**src/rtl/multicycle_controller_pkg.sv**
```systemverilog
// Shared encodings for the multicycle RV32I control path: FSM states, opcodes, ALU ops, mux selects.
// Pure declarations, no logic, so there is no latency.
// No handshakes are declared here, so no backpressure either.
package pa_riscv;

  typedef enum logic [3:0] {
    FETCH,
    DECODE,
    MEMADR,
    MEMREAD,
    MEMWB,
    MEMWRITE,
    EXECR,
    EXECI,
    ALUWB,
    JAL,
    BEQ,
    TRAP
  } e_state;

  localparam logic [6:0] OP_LW     = 7'b0000011;
  localparam logic [6:0] OP_SW     = 7'b0100011;
  localparam logic [6:0] OP_R      = 7'b0110011;
  localparam logic [6:0] OP_I      = 7'b0010011;
  localparam logic [6:0] OP_JAL    = 7'b1101111;
  localparam logic [6:0] OP_BRANCH = 7'b1100011;

  localparam logic [3:0] ALU_ADD = 4'd0;
  localparam logic [3:0] ALU_SUB = 4'd1;
  localparam logic [3:0] ALU_AND = 4'd2;
  localparam logic [3:0] ALU_OR  = 4'd3;
  localparam logic [3:0] ALU_XOR = 4'd4;
  localparam logic [3:0] ALU_SLT = 4'd5;
  localparam logic [3:0] ALU_SLL = 4'd6;
  localparam logic [3:0] ALU_SRL = 4'd7;

  localparam logic       ADR_PC      = 1'b0;
  localparam logic       ADR_ALUOUT  = 1'b1;
  localparam logic [1:0] SRCA_PC     = 2'b00;
  localparam logic [1:0] SRCA_OLDPC  = 2'b01;
  localparam logic [1:0] SRCA_RS1    = 2'b10;
  localparam logic [1:0] SRCB_RS2    = 2'b00;
  localparam logic [1:0] SRCB_IMM    = 2'b01;
  localparam logic [1:0] SRCB_FOUR   = 2'b10;
  localparam logic [1:0] RES_ALUOUT  = 2'b00;
  localparam logic [1:0] RES_MEMDATA = 2'b01;
  localparam logic [1:0] RES_ALU     = 2'b10;

endpackage

```
**src/rtl/multicycle_controller_if.sv**
```systemverilog
// Bundle between the controller and the datapath: decoded IR fields and status in, selects/enables out.
// Wires only, so there is no latency.
// Memory stalls travel on i_memReady; the controller holds its state until that input goes high.
interface multicycle_controller_if;
  logic [6:0] i_operand;
  logic [2:0] i_funct3;
  logic       i_funct7bit5;
  logic       i_zeroFlag;
  logic       i_memReady;
  logic       o_pcWriteEn;
  logic       o_adrSrc;
  logic       o_memReq;
  logic       o_memWriteEn;
  logic       o_irWriteEn;
  logic       o_regWriteEn;
  logic [1:0] o_aluSrcA;
  logic [1:0] o_aluSrcB;
  logic [3:0] o_aluLogicOperation;
  logic [1:0] o_resultSrc;
  logic       o_illegalInstr;

  modport master (
    input  i_operand, i_funct3, i_funct7bit5, i_zeroFlag, i_memReady,
    output o_pcWriteEn, o_adrSrc, o_memReq, o_memWriteEn, o_irWriteEn, o_regWriteEn,
           o_aluSrcA, o_aluSrcB, o_aluLogicOperation, o_resultSrc, o_illegalInstr
  );

  modport slave (
    output i_operand, i_funct3, i_funct7bit5, i_zeroFlag, i_memReady,
    input  o_pcWriteEn, o_adrSrc, o_memReq, o_memWriteEn, o_irWriteEn, o_regWriteEn,
           o_aluSrcA, o_aluSrcB, o_aluLogicOperation, o_resultSrc, o_illegalInstr
  );
endinterface

```
**src/rtl/multicycle_controller_alu_decoder.sv**
```systemverilog
// Maps funct3/funct7[5] to an ALU operation and flags encodings the ALU cannot execute.
// Purely combinational, so there is no latency.
// Takes no handshake and applies no backpressure.
module alu_decoder
  import pa_riscv::*;
(
  input  logic [6:0] i_operand,
  input  logic [2:0] i_funct3,
  input  logic       i_funct7bit5,
  output logic [3:0] o_op,
  output logic       o_legal
);

  logic w_isR;
  assign w_isR = (i_operand == OP_R);

  // funct7[5] picks SUB only for register ops (it is an immediate bit for ADDI); it marks arithmetic shifts for both
  always_comb begin
    o_op    = ALU_ADD;
    o_legal = 1'b1;
    case (i_funct3)
      3'b000:  o_op = (w_isR && i_funct7bit5) ? ALU_SUB : ALU_ADD;
      3'b111:  o_op = ALU_AND;
      3'b110:  o_op = ALU_OR;
      3'b100:  o_op = ALU_XOR;
      3'b010:  o_op = ALU_SLT;
      3'b001:  o_op = ALU_SLL;
      3'b101: begin
        o_op    = ALU_SRL;
        o_legal = ~i_funct7bit5;
      end
      default: o_legal = 1'b0;
    endcase
  end

endmodule

```
**src/rtl/multicycle_controller.sv**
```systemverilog
// Main sequencing FSM of the multicycle RV32I core: drives every datapath select and write enable.
// Moore outputs; an instruction takes 3 to 5 cycles with zero-wait memory (beq 3, lw 5).
// Stalls in FETCH/MEMREAD/MEMWRITE until i_memReady; enables are forced low while reset is asserted.
module multicycle_controller
  import pa_riscv::*;
(
  input  logic                   i_clk,
  input  logic                   i_arst_n,
  multicycle_controller_if.master bus
);

  e_state     r_state;
  e_state     w_next;
  logic       r_illegal;
  logic [3:0] w_aluOp;
  logic       w_aluLegal;

  logic       w_pcWriteEn, w_adrSrc, w_memReq, w_memWriteEn, w_irWriteEn, w_regWriteEn;
  logic [1:0] w_aluSrcA, w_aluSrcB, w_resultSrc;
  logic [3:0] w_aluLogicOperation;

  alu_decoder u_alu_decoder (
    .i_operand    (bus.i_operand),
    .i_funct3     (bus.i_funct3),
    .i_funct7bit5 (bus.i_funct7bit5),
    .o_op         (w_aluOp),
    .o_legal      (w_aluLegal)
  );

  // State register; reset returns to FETCH regardless of the instruction in flight
  always_ff @(posedge i_clk or negedge i_arst_n) begin
    if (!i_arst_n) r_state <= FETCH;
    else           r_state <= w_next;
  end

  // Sticky illegal flag, raised on the transition into TRAP and cleared only by reset
  always_ff @(posedge i_clk or negedge i_arst_n) begin
    if (!i_arst_n)          r_illegal <= 1'b0;
    else if (w_next == TRAP) r_illegal <= 1'b1;
  end

  // Next state; every decode failure is resolved in DECODE so later states need not re-check
  always_comb begin
    w_next = r_state;
    case (r_state)
      FETCH:    if (bus.i_memReady) w_next = DECODE;
      DECODE: begin
        case (bus.i_operand)
          OP_LW, OP_SW: w_next = MEMADR;
          OP_R:         w_next = w_aluLegal ? EXECR : TRAP;
          OP_I:         w_next = w_aluLegal ? EXECI : TRAP;
          OP_JAL:       w_next = JAL;
          OP_BRANCH:    w_next = (bus.i_funct3 == 3'b000) ? BEQ : TRAP;
          default:      w_next = TRAP;
        endcase
      end
      MEMADR:   w_next = (bus.i_operand == OP_LW) ? MEMREAD : MEMWRITE;
      MEMREAD:  if (bus.i_memReady) w_next = MEMWB;
      MEMWB:    w_next = FETCH;
      MEMWRITE: if (bus.i_memReady) w_next = FETCH;
      EXECR:    w_next = ALUWB;
      EXECI:    w_next = ALUWB;
      ALUWB:    w_next = FETCH;
      JAL:      w_next = ALUWB;
      BEQ:      w_next = FETCH;
      TRAP:     w_next = TRAP;
      default:  w_next = TRAP;
    endcase
  end

  // Per-state datapath controls; anything not listed for a state stays at its idle value
  always_comb begin
    w_pcWriteEn         = 1'b0;
    w_adrSrc            = ADR_PC;
    w_memReq            = 1'b0;
    w_memWriteEn        = 1'b0;
    w_irWriteEn         = 1'b0;
    w_regWriteEn        = 1'b0;
    w_aluSrcA           = SRCA_PC;
    w_aluSrcB           = SRCB_RS2;
    w_aluLogicOperation = ALU_ADD;
    w_resultSrc         = RES_ALUOUT;
    case (r_state)
      FETCH: begin
        w_memReq    = 1'b1;
        w_aluSrcB   = SRCB_FOUR;
        w_resultSrc = RES_ALU;
        w_irWriteEn = bus.i_memReady;
        w_pcWriteEn = bus.i_memReady;
      end
      DECODE: begin
        w_aluSrcA = SRCA_OLDPC;
        w_aluSrcB = SRCB_IMM;
      end
      MEMADR: begin
        w_aluSrcA = SRCA_RS1;
        w_aluSrcB = SRCB_IMM;
      end
      MEMREAD: begin
        w_memReq = 1'b1;
        w_adrSrc = ADR_ALUOUT;
      end
      MEMWB: begin
        w_resultSrc  = RES_MEMDATA;
        w_regWriteEn = 1'b1;
      end
      MEMWRITE: begin
        w_memReq     = 1'b1;
        w_memWriteEn = 1'b1;
        w_adrSrc     = ADR_ALUOUT;
      end
      EXECR: begin
        w_aluSrcA           = SRCA_RS1;
        w_aluSrcB           = SRCB_RS2;
        w_aluLogicOperation = w_aluOp;
      end
      EXECI: begin
        w_aluSrcA           = SRCA_RS1;
        w_aluSrcB           = SRCB_IMM;
        w_aluLogicOperation = w_aluOp;
      end
      ALUWB: w_regWriteEn = 1'b1;
      JAL: begin
        w_aluSrcA   = SRCA_OLDPC;
        w_aluSrcB   = SRCB_FOUR;
        w_pcWriteEn = 1'b1;
      end
      BEQ: begin
        w_aluSrcA           = SRCA_RS1;
        w_aluSrcB           = SRCB_RS2;
        w_aluLogicOperation = ALU_SUB;
        w_pcWriteEn         = bus.i_zeroFlag;
      end
      default: ;
    endcase
  end

  // Gating with the reset pin makes every enable drop the moment reset asserts, before the flops settle
  assign bus.o_pcWriteEn         = w_pcWriteEn  & i_arst_n;
  assign bus.o_memReq            = w_memReq     & i_arst_n;
  assign bus.o_memWriteEn        = w_memWriteEn & i_arst_n;
  assign bus.o_irWriteEn         = w_irWriteEn  & i_arst_n;
  assign bus.o_regWriteEn        = w_regWriteEn & i_arst_n;
  assign bus.o_adrSrc            = w_adrSrc;
  assign bus.o_aluSrcA           = w_aluSrcA;
  assign bus.o_aluSrcB           = w_aluSrcB;
  assign bus.o_aluLogicOperation = w_aluLogicOperation;
  assign bus.o_resultSrc         = w_resultSrc;
  assign bus.o_illegalInstr      = r_illegal;

endmodule

```
**src/flat_wrapper.sv**
```systemverilog
// flat-port wrapper written by rule: the top's interface ports become plain ports
module multicycle_controller_flat import pa_riscv::*;
  (i_clk, i_arst_n, bus_i_operand, bus_i_funct3, bus_i_funct7bit5, bus_i_zeroFlag, bus_i_memReady, bus_o_pcWriteEn, bus_o_adrSrc, bus_o_memReq, bus_o_memWriteEn, bus_o_irWriteEn, bus_o_regWriteEn, bus_o_aluSrcA, bus_o_aluSrcB, bus_o_aluLogicOperation, bus_o_resultSrc, bus_o_illegalInstr);
  multicycle_controller_if bus_i ();
  input  logic i_clk;
  input  logic i_arst_n;
  input wire logic [$bits(bus_i.i_operand)-1:0] bus_i_operand;
  input wire logic [$bits(bus_i.i_funct3)-1:0] bus_i_funct3;
  input wire logic [$bits(bus_i.i_funct7bit5)-1:0] bus_i_funct7bit5;
  input wire logic [$bits(bus_i.i_zeroFlag)-1:0] bus_i_zeroFlag;
  input wire logic [$bits(bus_i.i_memReady)-1:0] bus_i_memReady;
  output wire logic [$bits(bus_i.o_pcWriteEn)-1:0] bus_o_pcWriteEn;
  output wire logic [$bits(bus_i.o_adrSrc)-1:0] bus_o_adrSrc;
  output wire logic [$bits(bus_i.o_memReq)-1:0] bus_o_memReq;
  output wire logic [$bits(bus_i.o_memWriteEn)-1:0] bus_o_memWriteEn;
  output wire logic [$bits(bus_i.o_irWriteEn)-1:0] bus_o_irWriteEn;
  output wire logic [$bits(bus_i.o_regWriteEn)-1:0] bus_o_regWriteEn;
  output wire logic [$bits(bus_i.o_aluSrcA)-1:0] bus_o_aluSrcA;
  output wire logic [$bits(bus_i.o_aluSrcB)-1:0] bus_o_aluSrcB;
  output wire logic [$bits(bus_i.o_aluLogicOperation)-1:0] bus_o_aluLogicOperation;
  output wire logic [$bits(bus_i.o_resultSrc)-1:0] bus_o_resultSrc;
  output wire logic [$bits(bus_i.o_illegalInstr)-1:0] bus_o_illegalInstr;
  assign bus_i.i_operand = bus_i_operand;
  assign bus_i.i_funct3 = bus_i_funct3;
  assign bus_i.i_funct7bit5 = bus_i_funct7bit5;
  assign bus_i.i_zeroFlag = bus_i_zeroFlag;
  assign bus_i.i_memReady = bus_i_memReady;
  assign bus_o_pcWriteEn = bus_i.o_pcWriteEn;
  assign bus_o_adrSrc = bus_i.o_adrSrc;
  assign bus_o_memReq = bus_i.o_memReq;
  assign bus_o_memWriteEn = bus_i.o_memWriteEn;
  assign bus_o_irWriteEn = bus_i.o_irWriteEn;
  assign bus_o_regWriteEn = bus_i.o_regWriteEn;
  assign bus_o_aluSrcA = bus_i.o_aluSrcA;
  assign bus_o_aluSrcB = bus_i.o_aluSrcB;
  assign bus_o_aluLogicOperation = bus_i.o_aluLogicOperation;
  assign bus_o_resultSrc = bus_i.o_resultSrc;
  assign bus_o_illegalInstr = bus_i.o_illegalInstr;
  multicycle_controller u_core (.i_clk(i_clk), .i_arst_n(i_arst_n), .bus(bus_i));
endmodule
```
**config.mk**
```make
export PLATFORM = sky130hd
export DESIGN_NAME = multicycle_controller_flat
export DESIGN_NICKNAME = d
export VERILOG_FILES = /design/src/rtl/multicycle_controller_pkg.sv /design/src/rtl/multicycle_controller_if.sv /design/src/rtl/multicycle_controller_alu_decoder.sv /design/src/rtl/multicycle_controller.sv /design/src/flat_wrapper.sv
export SDC_FILE = /design/constraint.sdc
export NUM_CORES = 1
export LEC_CHECK = 0
export BUFFER_PORTS_ARGS = -buffer_cell sky130_fd_sc_hd__buf_4
export CAP_MARGIN = 15
export CORE_UTILIZATION = 41
export DETAILED_ROUTE_END_ITERATION = 10
export GPL_TIMING_DRIVEN = 0
export PLACE_DENSITY = 0.74
export SETUP_SLACK_MARGIN = 0.4
export SLEW_MARGIN = 10
export SYNTH_ARGS = -nofsm -noshare
export SYNTH_HDL_FRONTEND = slang
export SYNTH_SLANG_ARGS = --single-unit
```
**constraint.sdc**
```tcl
create_clock -name i_clk -period 1.4 [get_ports i_clk]
set_input_delay 0.28 -clock i_clk [delete_from_list [all_inputs] [get_ports i_clk]]
set_output_delay 0.28 -clock i_clk [all_outputs]
set_load 0.02 [all_outputs]
```
==> metrics.yaml, run 1 <==
sta:
  worst_endpoint: "bus_o_memReq"
  worst-ep-kind: "primary output"
yosys:
  netlist_area_um2: 702
  ys_warn_count: 0
  yosys.area.top_type: "dfrtp_1"
  synth_edf_count: 0
  synth_ff_type: "dfrtp_1"
  synth_top_area_share_pct: 17.8
  synth_area_per_cell_um2: 7.09
  synth_fp_nets: 114
  synth_seq_area_share_pct: 17.8
  ys_seq_elements: 5
  synth.distinct_cells: 36
  ys_top_cells_by_area: "dfrtp_1, nor2_1, a221o_1, nand2_1, xor2_1"
  syn_inst: 99
  async_flop_share_pct: 100
floorplan:
  die_h_um: 43.4
  die_x_um: 43.4
  rows: 14
  io_pins: 32
  start_util_pct: 45.0
clock_network:
  clkSinkCount: 5
  cts-root-buf: "clkbuf_4"
  cts-htree-levels: 1
  cts_buffers: 3
  clockBufferDepth: 2
grt:
  grt_start_max_net_pins: 11
  grt_antenna_before_repair: 0
place:
  hpwlAfterDp_mm: 1.46
  place.gp.congestion: 0.725
  port-buffer-count: 29
  pre_cts_ws_ns: -0.340
  place_inst: 144
status:
  lastStage: "5_1_grt"
  tool.error: "[ERROR DPL-0033] detailed placement checks failed during check placement."
  status: "stopped before the end"
-- cells by family after synthesis --
logic type | after synthesis | share of synthesized area, %
flops | 5 | 17.8
xor+xnor | 4 | 4.99
other cells | 1 | 0.534
mux | 2 | 2.85
buf+inv | 13 | 10.2
simple gates | 54 | 42.6
compound gates | 20 | 21.0
-- per-stage QoR --
| step | TNS (ns) | hold slack (ns) | area (µm²) |
|---|---|---|---|
| after detailed placement | -1.14 | 0.101 | 1040 |
| after global placement | -0.974 | 0.0993 | 1040 |
| after CTS | -3.64 | 0.411 | 1360 |
| after floorplan | -0.354 | -0.0156 | 806 |
-- cell usage after synthesis (all sizes together), types with 2 or more instances --
cell,n
a21oi,4
a221o,3
a31oi,2
and2b,2
and3,4
and3b,2
buf,8
dfrtp,5
inv,5
mux2i,2
nand2,7
nand2b,3
nand3,3
nor2,18
nor2b,3
nor3,4
nor3b,3
o21ai,4
xor2,3
-- timing repair --
item                                   CTS
gates resized for setup                 36
pin swaps                               13
hold buffers                             1
setup endpoints to repair               21
buffers inserted                        20
endpoints found under the hold margin    5
==> inputs of run 2 (changes only) <==
CORE_AREA = 2 2 63 65   (was unset)
CORE_UTILIZATION = unset   (was 41)
DIE_AREA = 0 0 65 67   (was unset)
PLACE_DENSITY = unset   (was 0.74)
PLACE_DENSITY_LB_ADDON = 0.15   (was unset)
SETUP_SLACK_MARGIN = unset   (was 0.4)
clock period = 1.8 ns   (was 1.4 ns; I/O delays follow)
==> run 2 against run 1 <==
  * The flow now finishes, with violations (negative setup slack)
  * Synthesized cell count did not move
  * Synthesized area did not move
==> metrics.yaml, run 2 <==
yosys:
  synth_ff_type: "dfrtp_1"
  ys_top_cells_by_area: "dfrtp_1, nor2_1, a221o_1, nand2_1, xor2_1"
  synth_fp_nets: 114  # unchanged
  async_flop_share_pct: 100  # unchanged
  synth_edf_count: 0  # unchanged
  ys_warn_count: 0  # unchanged
  synth_top_area_share_pct: 17.8  # unchanged
  synthTopCellsByCount: "nor2_1, nand2_1, dfrtp_1, inv_1"
  synth.distinct_cells: 36  # unchanged
  synth_seq_area_share_pct: 17.8  # unchanged
  netlist_area_um2: 702  # unchanged
  ys_seq_elements: 5  # unchanged
  syn_inst: 99  # unchanged
  yosys.area.top_type: "dfrtp_1"
  synth.most_common_cell: "nor2_1"
  synth_area_per_cell_um2: 7.09  # unchanged
finish:
  area_delta_synth_final_pct: 68.3
  stdcell_count: 191
  top_register: "u_core.r_state"
  largest_register_ffs: 4
  nNetsFinal: 159
  antenna_cells: 0
  layout_common_cells: "buf_4, nor2_1, buf_6"
  final_common_cell: "buf_4"
  drive_above_1_share_pct: 41.3
route:
  drcViolationCount: 0
  wire_per_inst_um: 10.5
  wirelength_mm: 2.01
  drtIter0Drc: 33
  viasPerCell: 4.38
  drtPass1Iterations: 4
  vias: 836
  antenna_left: 0
floorplan:
  rows: 22  # +8
  die_x_um: 65  # +50%
  die_h_um: 67  # +54%
  io_pins: 32  # unchanged
  core_area_um2: 3610
  floorplan.die_area_um2: 4360
  start_util_pct: 19.5  # -26 points
sta:
  fin_crit_ns: 1.84
  skew_ns: 0.000866
  drv_slew: 0
  fmax_mhz: 544
  rsz0062_at_grt: "true"
  setup_viol_count_final: 3
  setup_ws_ns: -0.0389
  hold_viol: 0
  post-route-period-util_pct: 102
  hold_slack_ns: 0.479
clock_network:
  cts-htree-levels: 1  # unchanged
  clk_pin_slew_worst_paths_ns: 0.04
  cts_buffers: 3  # unchanged
  clockBufferDepth: 2  # unchanged
  cts-root-buf: "clkbuf_8"
  cts_tree: "built"
  clkSinkCount: 5  # unchanged
  clkLatencyLatePin_ns: 0.22
place:
  port-buffer-count: 29  # unchanged
  hpwlAfterDp_mm: 1.56  # +7.5%
  place.gp.congestion: 0.718  # -1.0%
  place_inst: 176  # +22%
grt:
  grt_pass1_wl_mm: 3.43
  busiest_layer: "met2"
  grt_start_max_net_pins: 11
  use_met3_pct: 1.69
  grt_overflow: 0
  use_met2_pct: 16.0
  grt_use_met1_pct: 13.4
  grt_pass1_vias: 773
  grt_antenna_before_repair: 0
  grt_use_total_pct: 10.0
worst_setup_path:
  critPathLaunchType: "input port"
  required_ns: 1.44
  critical_path_class: "in -> out"
  cp.arrival_ns: 1.48
  cp_max_fo: 2
  crit_path_end_kind: "output port"
min_path:
  hold_path_class: "reg -> reg"
status:
  violations: "negative setup slack"
  status: "finished, violations left"
power_and_ir_drop:
  p_leak_uw: 0.000578
  p_per_area_nw_per_um2: 1640
  irDropWorstVdd_v: 0.000421
flow_run:
  drv_cap: 0
[run 2: final timing paths]
| kind | startpoint | to | slack [ns] | cells after the start |
|---|---|---|---|---|
| worst max-delay path | bus_i_operand[0] | bus_o_aluLogicOperation[0] | -0.04 | 7 |
| worst min-delay path | u_core.bus.o_illegalInstr$_DFFE_PN0N_ | u_core.bus.o_illegalInstr$_DFFE_PN0N_ | 0.48 | 1 |
| worst max register to register | u_core.r_state[0]$_DFF_PN0_ | u_core.bus.o_illegalInstr$_DFFE_PN0N_ | 0.18 | 6 |
| worst min register to register | u_core.bus.o_illegalInstr$_DFFE_PN0N_ | u_core.bus.o_illegalInstr$_DFFE_PN0N_ | 0.48 | 1 |
| max in group asynchronous | i_arst_n | u_core.r_state[2]$_DFF_PN0_ | 1.17 | 2 |
| min in group asynchronous | i_arst_n | u_core.r_state[3]$_DFF_PN0_ | 0.50 | 2 |
[run 2: cell families (layout without fill, tap and decap cells)]
family | Yosys count | in the layout | synth area share [%]
other | 1 | 1 | 0.534
xor gates and xnor gates | 4 | 4 | 4.99
muxes | 2 | 2 | 2.85
AOI/OAI and AO/OA | 20 | 20 | 21.0
buffers and inverters | 13 | 57 | 10.2
DFF | 5 | 5 | 17.8
and+or+nand+nor | 54 | 54 | 42.6
[run 2: worst max-delay path, cell delays in order]
cell      delay, ns
buf_6          0.09
nor4bb_4       0.15
and2b_1        0.16
a311o_1        0.32
a31oi_1        0.18
nor2_1         0.06
buf_4          0.16
[run 2: repair_timing]
item / 4_1_cts / 5_1_grt
resized for setup: 17 / 6
hold buffers: 1 / 0
buffers inserted: 6 / 4
pin swaps: 5 / 8
endpoints found under the hold margin: 5 / 0
setup endpoints to repair: 14 / 6
[run 2: metal layers]
layer	vias to the layer above	part of all wire [%]
met5	-	0
met4	0	0.95
met3	2	4.0
met2	20	46
met1	374	48
li1	440	-
[run 2: report_power, final]
| group | total [µW] | switching (µW) | internal [µW] |
|---|---|---|---|
| Sequential | 198 | 30.9 | 167 |
| Combinational | 1530 | 812 | 722 |
| Clock | 204 | 52.6 | 152 |
[run 2: cell type report]
class / instances / area [µm²]
fill: 395 / 2420
multi-input combinational: 81 / 538
timing repair buffer: 40 / 322
sequential: 5 / 125
buffer: 8 / 72.6
tap: 48 / 60.1
clock buffer: 4 / 45.0
inverter: 5 / 18.8
[run 2: metrics by stage]
stage | TNS, ns | setup WS [ns] | instance area (µm²) | power, µW | util, %
3_5_place_dp | -0.164 | -0.127 | 985 | 1460 | 27.3
6_report | -0.0739 | -0.0389 | 1180 | 1940 | 32.8
5_1_grt | -0.424 | -0.116 | 1180 | 2100 | 32.8
3_3_place_gp | -0.173 | -0.130 | 985 | 1470 | 27.3
2_1_floorplan | 0 | 0.0690 | 707 | 1050 | -
4_1_cts | -0.0454 | -0.0267 | 1130 | 1830 | 31.4
No activity file was read; power rests on OpenSTA's default activity.
==> inputs of run 3 (changes only) <==
PLACE_DENSITY_LB_ADDON = unset   (was 0.15)
==> run 3 against run 2 <==
  * Flip-flop and latch count stayed put
  * The run still ends with negative setup slack left
  * Combinational power is essentially flat
  * Critical endpoint is now bus_o_memReq
  * Hold slack worse by 0.0098 ns
  * Global-route usage up 0.11 points
  * First-iteration DRC count fell by 73%
  * Sequential share of layout area fell by 0.17 points
  * Final area is 2.6% higher
==> metrics.yaml, run 3 (synthesized netlist as in run 2, its figures left out) <==
finish:
  largest_register_ffs: 4  # unchanged
  antenna_cells: 0  # unchanged
  area_delta_synth_final_pct: 72.7
  drive_above_1_share_pct: 43.1  # +1.8 points
  top_register: "u_core.r_state"
  layout_common_cells: "buf_4, nor2_1, buf_6"
  final_common_cell: "buf_4"
  postLayoutCellArea_um2: 1210  # +2.6%
  fillers: 397  # +0.51%
  nNetsFinal: 160  # +0.63%
sta:
  hold_slack_ns: 0.469  # -0.00981 ns
  post-route-period-util_pct: 101  # -1.1 points
  rsz0062_at_grt: "true"
  hold_viol: 0  # unchanged
  fmax_mhz: 550  # +1.1%
  setup_viol_count_final: 1  # -2
  skew_ns: 0.00147  # +0.000601 ns
  drv_slew: 0  # unchanged
  fin_crit_ns: 1.82  # -0.0201 ns
  setup_ws_ns: -0.0187  # +0.0201 ns
  finalSetupTns_ns: -0.0187  # +0.0552 ns
grt:
  grt_antenna_before_repair: 0  # unchanged
  grt_use_total_pct: 10.2  # +0.11 points
  grt_overflow: 0  # unchanged
  grt_pass1_vias: 806  # +4.3%
  grt_pass1_wl_mm: 3.50  # +2.0%
  grt_start_max_net_pins: 11  # unchanged
clock_network:
  clockBufferDepth: 2  # unchanged
  cts_tree: "built"
  cts-htree-levels: 1  # unchanged
  clk_pin_slew_worst_paths_ns: 0.03  # about the same
  clkLatencyLatePin_ns: 0.22  # about the same
  cts_buffers: 3  # unchanged
  cts-root-buf: "clkbuf_8"
  clkSinkCount: 5  # unchanged
route:
  vias: 841  # +0.60%
  wire_per_inst_um: 11.1  # +5.5%
  wirelength_mm: 2.13  # +6.1%
  highest_layer: "met3"
  drtIter0Drc: 9  # -73%
  wl_met3_um: 73  # -9.9%
  antenna_left: 0  # unchanged
  wl_met2_mm: 1.11  # +19%
  drcViolationCount: 0  # unchanged
  viasPerCell: 4.38  # about the same
  drtPass1Iterations: 4  # unchanged
  routedLengthMet1_um: 950  # -2.5%
worst_setup_path:
  critPathBufInv: 3  # +1
  critPathLaunchType: "flop"
  cp_max_fo: 6  # +4
  cp_top_family: "flip-flops"
  max_stage_delay_ns: 0.38  # +0.06 ns
  cp_cell_sequence: "buf_6 > nor2_4 > inv_2 > a21oi_4 > a21oi_2 > nor3b_2 > buf_4"
  crit_path_end_kind: "output port"
  required_ns: 1.44  # about the same
  critical_path_class: "reg -> out"
  cp.arrival_ns: 1.46  # -0.02 ns
  worst_path_max_delay_cell: "dfrtp_1"
power_and_ir_drop:
  p_leak_uw: 0.000589  # +1.8%
  p_per_area_nw_per_um2: 1620  # -1.3%
  irDropWorstVdd_v: 0.000391  # -7.1%
status:
  violations: "negative setup slack"
  status: "finished, violations left"
floorplan:
  start_util_pct: 19.5  # unchanged
  rows: 22  # unchanged
  floorplan.die_area_um2: 4360  # unchanged
  die_x_um: 65  # unchanged
  core_area_um2: 3610  # unchanged
  die_h_um: 67  # unchanged
  io_pins: 32  # unchanged
place:
  pre_cts_ws_ns: -0.138  # -0.0108 ns
  place.gp.congestion: 0.752  # +4.7%
  dpl-instance-area_um2: 985  # unchanged
  hpwlAfterDp_mm: 1.56  # -0.58%
  port-buffer-count: 29  # unchanged
min_path:
  hold_path_class: "reg -> reg"
flow_run:
  drv_cap: 0  # unchanged
==> run 3: changes by cell type in the layout (fill, tap and decap cells not counted), sizes merged <==
cell and change:
buf +1
==> run 3: repair_timing <==
action | CTS | global route
hold buffers | 1 | 0
pin swaps | 6 | 8
setup buffers | 7 | 5
endpoints found under the hold margin | 5 | 0
setup endpoints to repair | 13 | 10
gates cloned | 0 | 0
gates resized for setup | 16 | 13
==> run 3: where the power goes <==
group	internal [µW]	switching (µW)	total (µW)
Sequential	169	63.6	233
Clock	152	50.3	202
Combinational	726	800	1530
==> run 3: worst paths after layout <==
kind                                                          to  slack, ns  cells after the start                                  start
max in group asynchronous            u_core.r_state[3]$_DFF_PN0_       1.05                      3                               i_arst_n
min in group asynchronous            u_core.r_state[1]$_DFF_PN0_       0.63                      3                               i_arst_n
min reg2reg                u_core.bus.o_illegalInstr$_DFFE_PN0N_       0.47                      1  u_core.bus.o_illegalInstr$_DFFE_PN0N_
max                                                 bus_o_memReq      -0.02                      7            u_core.r_state[0]$_DFF_PN0_
min                        u_core.bus.o_illegalInstr$_DFFE_PN0N_       0.47                      1  u_core.bus.o_illegalInstr$_DFFE_PN0N_
max reg2reg                u_core.bus.o_illegalInstr$_DFFE_PN0N_       0.14                      6            u_core.r_state[0]$_DFF_PN0_
==> run 3: stage by stage <==
step | cells | util, % | power, µW
global route | 192 | 33.6 | 2120
CTS | 188 | 31.7 | 1840
floorplan | 99 | - | 1050
detailed placement | 176 | 27.3 | 1460
finish | 192 | 33.6 | 1960
global placement | 176 | 27.3 | 1450
==> run 3: layout make-up <==
class / instances / area (µm²) / share of cell area [%]
tap: 48 / 60.1 / 4.95
clock buffer: 4 / 45.0 / 3.72
inverter: 5 / 18.8 / 1.55
sequential: 5 / 126 / 10.4
timing repair buffer: 42 / 344 / 28.4
multi-input combinational: 81 / 543 / 44.8
buffer: 7 / 75.1 / 6.19
==> run 3: worst register-to-register path: cells and delay by family (launching register included) <==
family / cells / cell delay (ns)
AOI/OAI and AO/OA: 4 / 0.88
DFF: 1 / 0.38
and+or+nand+nor: 1 / 0.12
buffers and inverters: 1 / 0.15
==> run 3: per-layer routing <==
layer  global-route usage (%)  vias to the layer above
met5                        0                        -
met4                     3.99                        0
met3                     1.18                        0
met2                     16.8                       19
met1                     13.4                      386
li1                         -                      436
